`src/rtl/pc_sequencer.sv`:
```
// rtl/pc_sequencer.sv - program counter and instruction-fetch sequencer for the 8-bit MIPS core
// Optional macro PC_LINK_EN adds link_en/link_addr (return address captured on linked jumps).
module pc_sequencer #(
    parameter int                ADDR_W   = 8,
    parameter logic [ADDR_W-1:0] RESET_PC = '0,
    parameter int                MAX_WAIT = 15
) (
    input  logic              clk,
    input  logic              reset,
    output logic              imem_req,
    output logic [ADDR_W-1:0] imem_addr,
    input  logic              imem_ack,
    output logic              instr_valid,
    input  logic              stall,
    input  logic              branch_taken,
    input  logic [ADDR_W-1:0] branch_offset,
    input  logic              jump_en,
    input  logic [ADDR_W-1:0] jump_target,
    input  logic              halt,
`ifdef PC_LINK_EN
    input  logic              link_en,
    output logic [ADDR_W-1:0] link_addr,
`endif
    output logic [ADDR_W-1:0] pc,
    output logic [ADDR_W-1:0] pc_plus1,
    output logic              halted,
    output logic              fetch_timeout
);

    localparam logic [2:0] S_IDLE  = 3'd0;
    localparam logic [2:0] S_FETCH = 3'd1;
    localparam logic [2:0] S_EXEC  = 3'd2;
    localparam logic [2:0] S_HALT  = 3'd3;
    localparam logic [2:0] S_ERROR = 3'd4;

    // Last wait count before timeout; timeout fires after MAX_WAIT unacked fetch cycles.
    localparam logic [7:0] WAIT_LAST = 8'(MAX_WAIT - 1);

    logic [2:0]        r_state;
    logic [7:0]        r_wait;
    logic [ADDR_W-1:0] r_pc;
    logic [ADDR_W-1:0] w_pc_plus1;
    logic [ADDR_W-1:0] w_branch_pc;

    assign w_pc_plus1  = r_pc + 1'b1;
    assign w_branch_pc = w_pc_plus1 + branch_offset;

    always_ff @(posedge clk or posedge reset) begin
        if (reset) begin
            r_state <= S_IDLE;
            r_wait  <= '0;
            r_pc    <= RESET_PC;
        end else begin
            case (r_state)
                S_IDLE: r_state <= S_FETCH;
                S_FETCH: begin
                    if (imem_ack) begin
                        r_state <= S_EXEC;
                        r_wait  <= '0;
                    end else if (r_wait == WAIT_LAST) begin
                        r_state <= S_ERROR;
                    end else begin
                        r_wait <= r_wait + 8'd1;
                    end
                end
                S_EXEC: begin
                    if (halt) begin
                        r_state <= S_HALT;
                    end else if (!stall) begin
                        r_state <= S_FETCH;
                        if (jump_en)
                            r_pc <= jump_target;
                        else if (branch_taken)
                            r_pc <= w_branch_pc;
                        else
                            r_pc <= w_pc_plus1;
                    end
                end
                S_HALT:  r_state <= S_HALT;
                S_ERROR: r_state <= S_ERROR;
                default: r_state <= S_IDLE;
            endcase
        end
    end

`ifdef PC_LINK_EN
    logic [ADDR_W-1:0] r_link_addr;

    always_ff @(posedge clk or posedge reset) begin
        if (reset)
            r_link_addr <= '0;
        else if (r_state == S_EXEC && !halt && !stall && jump_en && link_en)
            r_link_addr <= w_pc_plus1;
    end

    assign link_addr = r_link_addr;
`endif

    // All handshake/status outputs are pure state decodes so none depend on inputs.
    assign imem_req      = (r_state == S_FETCH);
    assign imem_addr     = r_pc;
    assign instr_valid   = (r_state == S_EXEC);
    assign halted        = (r_state == S_HALT);
    assign fetch_timeout = (r_state == S_ERROR);
    assign pc            = r_pc;
    assign pc_plus1      = w_pc_plus1;

endmodule

```
`config.mk`:
```
export PLATFORM = sky130hd
export DESIGN_NAME = pc_sequencer
export DESIGN_NICKNAME = d
export VERILOG_FILES = /design/src/rtl/pc_sequencer.sv
export SDC_FILE = /design/constraint.sdc
export NUM_CORES = 1
export LEC_CHECK = 0
export BUFFER_PORTS_ARGS = -buffer_cell sky130_fd_sc_hd__buf_2
export CAP_MARGIN = 0
export CORE_ASPECT_RATIO = 1.5
export CORE_MARGIN = 2
export CORE_UTILIZATION = 25
export CTS_CLUSTER_DIAMETER = 60
export DETAILED_ROUTE_END_ITERATION = 12
export GPL_TIMING_DRIVEN = 0
export HOLD_SLACK_MARGIN = 0.15
export REMOVE_ABC_BUFFERS = 1
export SYNTH_ARGS = -nofsm -noshare
export SYNTH_HDL_FRONTEND = slang
export SYNTH_SLANG_ARGS = --single-unit
```
`constraint.sdc`:
```
create_clock -name clk -period 3.26 [get_ports clk]
set_input_delay 0.489 -clock clk [delete_from_list [all_inputs] [get_ports clk]]
set_output_delay 0.489 -clock clk [all_outputs]
set_load 0.005 [all_outputs]
```
-- Yosys cells after proc, flatten, opt, wreduce, memory -nomap -nowiden
Index checks and enable logic that the tools add are counted.
- add/sub/neg operators: 3
- equal/unequal tests: 8
- mux-type cells: 9
- bitwise operators: 2
- reductions and logical operators: 4
- operator list (kind ; number):
    $mux W8 ; 4
    $add A8 B1 Y8 const B ; 2
    $pmux W3 S5 ; 1
    $mux W3 ; 4
    $add A8 B8 Y8 ; 1
    $eq A8 B4 Y1 const B ; 1
    $eq A3 B2 Y1 const B ; 2
    $reduce_and A2 Y1 ; 2
    $eq A3 B1 Y1 const B ; 1
    $eq A3 B3 Y1 const B ; 1
    $logic_not A3 Y1 ; 1
    $ne A3 B1 Y1 const B ; 1
    $ne A3 B2 Y1 const B ; 1
    $reduce_and A3 Y1 ; 1
    $ne A2 B2 Y1 const B ; 1
    $not A1 Y1 ; 2
- register bits after elaboration: 19
- input bits: 23
- output and inout port bits: 28

-- Logic depth before layout (Yosys ltp)
- word-level depth: 4
- depth in mapped cells: 10

-- Worst setup path after synthesis
Ideal clock, no wire load.
- path kind: reg-to-reg
- start point: reg r_pc[0], in the netlist imem_addr[0]
- end point: reg r_pc[6], in the netlist imem_addr[6]
- setup time: 0.083 ns
- arrival: 2.387 ns
- required time: 3.177 ns
- setup slack: 0.789 ns
- stages on the path, launching flop included: 10
- path buffers: 0
- path through: dfrtp_1 -> ha_1 -> nand2_1 -> or3_1 -> nand2_1 -> ha_1 -> or4b_2 -> o31ai_1 -> a221oi_1 -> o21ai_0
- longest elaborated chain between the ends: 4
- RTL lines (element ; RTL line ; text):
    start: declaration ; 41 ; logic [ADDR_W-1:0] r_pc;
    start signal: assignment ; 72 ; r_pc <= jump_target;
    start signal: assignment ; 74 ; r_pc <= w_branch_pc;
    start signal: assignment ; 76 ; r_pc <= w_pc_plus1;
    $add A8 B1 Y8 * ; 45 ; assign w_pc_plus1 = r_pc + 1'b1;
    net pc_plus1[6] ; 25 ; output logic [ADDR_W-1:0] pc_plus1,
    $add A8 B8 Y8 ; 46 ; assign w_branch_pc = w_pc_plus1 + branch_offset;
    $mux W8 * ; 73 ; else if (branch_taken)
    $mux W8 * ; 71 ; if (jump_en)
Mark *: on every way through the listed nets, which the timed path passes. The rest lies on a longest branch.
A chain may end at the register's enable or synchronous reset.

-- Worst setup path in the final report
- start point: reg r_pc[0], in the netlist imem_addr[0]
- end point: reg r_pc[6], in the netlist imem_addr[6]
- longest elaborated chain between the ends: 4
- RTL lines (element ; RTL line):
    $add A8 B1 Y8 * ; 45
    $add A8 B8 Y8 ; 46
    $mux W8 * ; 73
    $mux W8 * ; 71
Every way passes the cells marked *; elsewhere a longest branch is shown, timed or not.

==> run metrics <==
Max Cap Viol=0; Final Total Pwr=1.58 mW; CTS sink count=19; actual slew at the worst max-slew pin=796 ps; post-CTS setup buffers=0; Final TNS setup=0 ps; fmax=364 MHz; area post-placement=0.00189 sq mm; GRT Resource Usage Total=11.9%; Die Span Y=103 um; Placer Congestion=0.829; initial antenna violation count=0; Crit-path slowest cell=or4b_2; Crit path required time=3430 ps; vias per cell=5.05; Top Layer Used=met4; DRT Pass-1 Iters=4; H-tree levels=1; combinational power share=61.2%; Worst Hold Class=input port to async pin; WHS=379 ps; DR DRC count=0; final setup fails=0; # hold bufs at CTS=0; vias in the first global route=1480; Layout Nets=262; max-slew violation count=0; post_cts resized=0; Post-Syn Instances=184; outcome=completed; routed length per instance=13.9 um; total CTS buffers=3; Top-Level Pins=51; Post-Route WL=4.20 mm; leak pwr=0.897 nW; Psw=716 uW; die area=0.00720 sq mm; Yosys warning total=0; met2 wire len=2.19 mm; DR vias=1526; clk_skew=2.22 ps; Reg power frac=28.3%; pwr dens=815 mW/mm^2; number of buffers and inverters on the critical path=0; Mean Syn Cell Area=8.87 sq um; ANT nets after route=0; cell depth of the worst setup path=9; Core Area=0.00640 sq mm; routed wl met3=228 um; # port buffers=50; VDD IR max=0.000318 V; Async SR Flop Fraction=100%; Yosys cell types=50; Iteration-0 DRC Markers=83; share of the synthesized area in the top cell type=29.1%; Hold Vio Cnt, Final=0; Site Rows=36; reg2reg path depth=9; GRT Residual Overflow=0; #FFs+latches synth=19; CTS tree=built; CP delay by family, top=simple AND/OR/NAND/NOR gates; Internal=861 uW; share of layout cells above drive strength 1=28.3%; ANT cells=0; final worst slack=512 ps; Crit Path Max Fanout=8; CTS max path bufs=2; Mapped Area=0.00163 sq mm; Layout area overhead=18.6%; crit start category=register; Met1 Routed Length=1.72 mm; power share of the clock group=10.4%; largest net degree at the start of global routing=20; cell breakdown of the critical path=ha_1, nand2_1, or3_1, nand2_1, ha_1, or4b_2, o31ai_1, a221oi_1, o21ai_0; sequential area share after synthesis=29.1%; CP peak stage delay=680 ps; first-pass GRT wire length=6.89 mm; max_slew headroom=46.8%; hpwl dp=3.30 mm; WP data arrival=2920 ps; Die W=70.0 um; Yosys top cell by area=dfrtp_1; Place WS=515 ps; Clk Latency, worst-skew pair=250 ps; Final min period=2750 ps; prevailing post-synth register cell=dfrtp_1; Area contributors post-synth=dfrtp_1 (29%), ha_1 (8.4%), o21ai_0 (5.2%), buf_4 (4.1%), nand2_1 (3.9%); WS Path Type=register to register; Root Driver=clkbuf_8; RSZ-0062 raised after global routing=false; final worst path period share=84.3%; Post-synth EDFFs=0; Initial Utilization=25.5%; Sw Share=45.4%; CP Capture Type=register; CTS clk-pin slew, worst paths=70 ps; cell area after layout=0.00194 sq mm
layout make-up:
type,count,area (sq um)
fillers,709,4460
inverters,6,22.5
clock buffers,4,45.0
multi-input cells,147,1050
flip-flops and latches,19,475
well taps,76,95.1
repair buffers,50,250
kinds of logic (layout without fill, tap and decap cells):
logic type      count (synthesis)  after routing  synth area share (%)
compound gates                 56             56                  24.3
xor+xnor                        9              9                  5.67
fa+ha+maj                      12             12                  9.66
buf+inv                        18             60                  6.67
flops                          19             19                  29.1
mux                             4              4                  2.53
simple gates                   66             66                  22.0
path summary, 6_finish.rpt:
path | end | from | slack [ps]
worst max-delay path | imem_addr[6]$_DFFE_PP0P_ | imem_addr[0]$_DFFE_PP0P_ | 510
worst min-delay path | r_wait[2]$_DFFE_PP0P_ | reset | 380
worst max register to register | imem_addr[6]$_DFFE_PP0P_ | imem_addr[0]$_DFFE_PP0P_ | 510
worst min register to register | r_wait[3]$_DFFE_PP0P_ | r_wait[3]$_DFFE_PP0P_ | 500
max in group asynchronous | imem_addr[6]$_DFFE_PP0P_ | reset | 2390
min in group clk | r_wait[6]$_DFFE_PP0P_ | imem_ack | 500
state kept, by name, indices dropped and copies added (netlist names):
name       count
imem_addr      8
r_state        3
r_wait         8
power by group through the flow:
stage               sequential (mW)  combinational (mW)  clock (mW)
floorplan                     0.433               0.636           0
global placement              0.448               0.949           0
detailed placement            0.454               0.965           0
CTS                           0.450               0.971       0.177
global route                  0.468                1.09       0.184
finish                        0.447               0.966       0.165
stage by stage:
stage | util (%) | instances
5_1_grt | 30.3 | 302
2_1_floorplan | - | 172
6_report | 30.3 | 302
4_1_cts | 30.3 | 302
3_3_place_gp | 29.6 | 298
3_5_place_dp | 29.6 | 298
Yosys cell counts (all sizes together) (2+ instances only):
cell type   n
xor2        3
o31ai       5
o211ai      2
a31oi       2
inv         6
a211oi      4
buf        10
nor3b       3
dfrtp      19
a21oi      11
nand3      11
clkbuf      2
nor2b       4
or4b        2
o41ai       2
ha         11
nor3        4
o21ai      18
nand3b      2
nand2      17
mux2i       3
a21o        3
nand2b      3
xnor2       5
nor2       14
routing by layer:
| metal | global-route usage, % | vias up |
|---|---|---|
| li1 | - | 761 |
| met1 | 13.5 | 710 |
| met2 | 22.4 | 49 |
| met3 | 1.66 | 6 |
| met4 | 4.29 | 0 |
| met5 | 0 | - |
cell usage in the layout (no fill, tap or decap), types with 2 or more instances in the layout:
cell / n
xor2_1: 3
nand3_1: 11
inv_1: 6
nor2_1: 13
a211oi_1: 4
buf_2: 50
ha_1: 11
o31ai_1: 5
a21o_1: 3
a21oi_1: 11
clkbuf_8: 3
nor3_1: 3
dfrtp_1: 19
xnor2_1: 5
a31oi_1: 2
o21ai_0: 17
nand2_1: 17
nor2b_1: 4
nand2b_1: 3
nand3b_1: 2
o211ai_1: 2
mux2i_1: 3
nor3b_1: 2
Power figures use the tool's default switching activity.
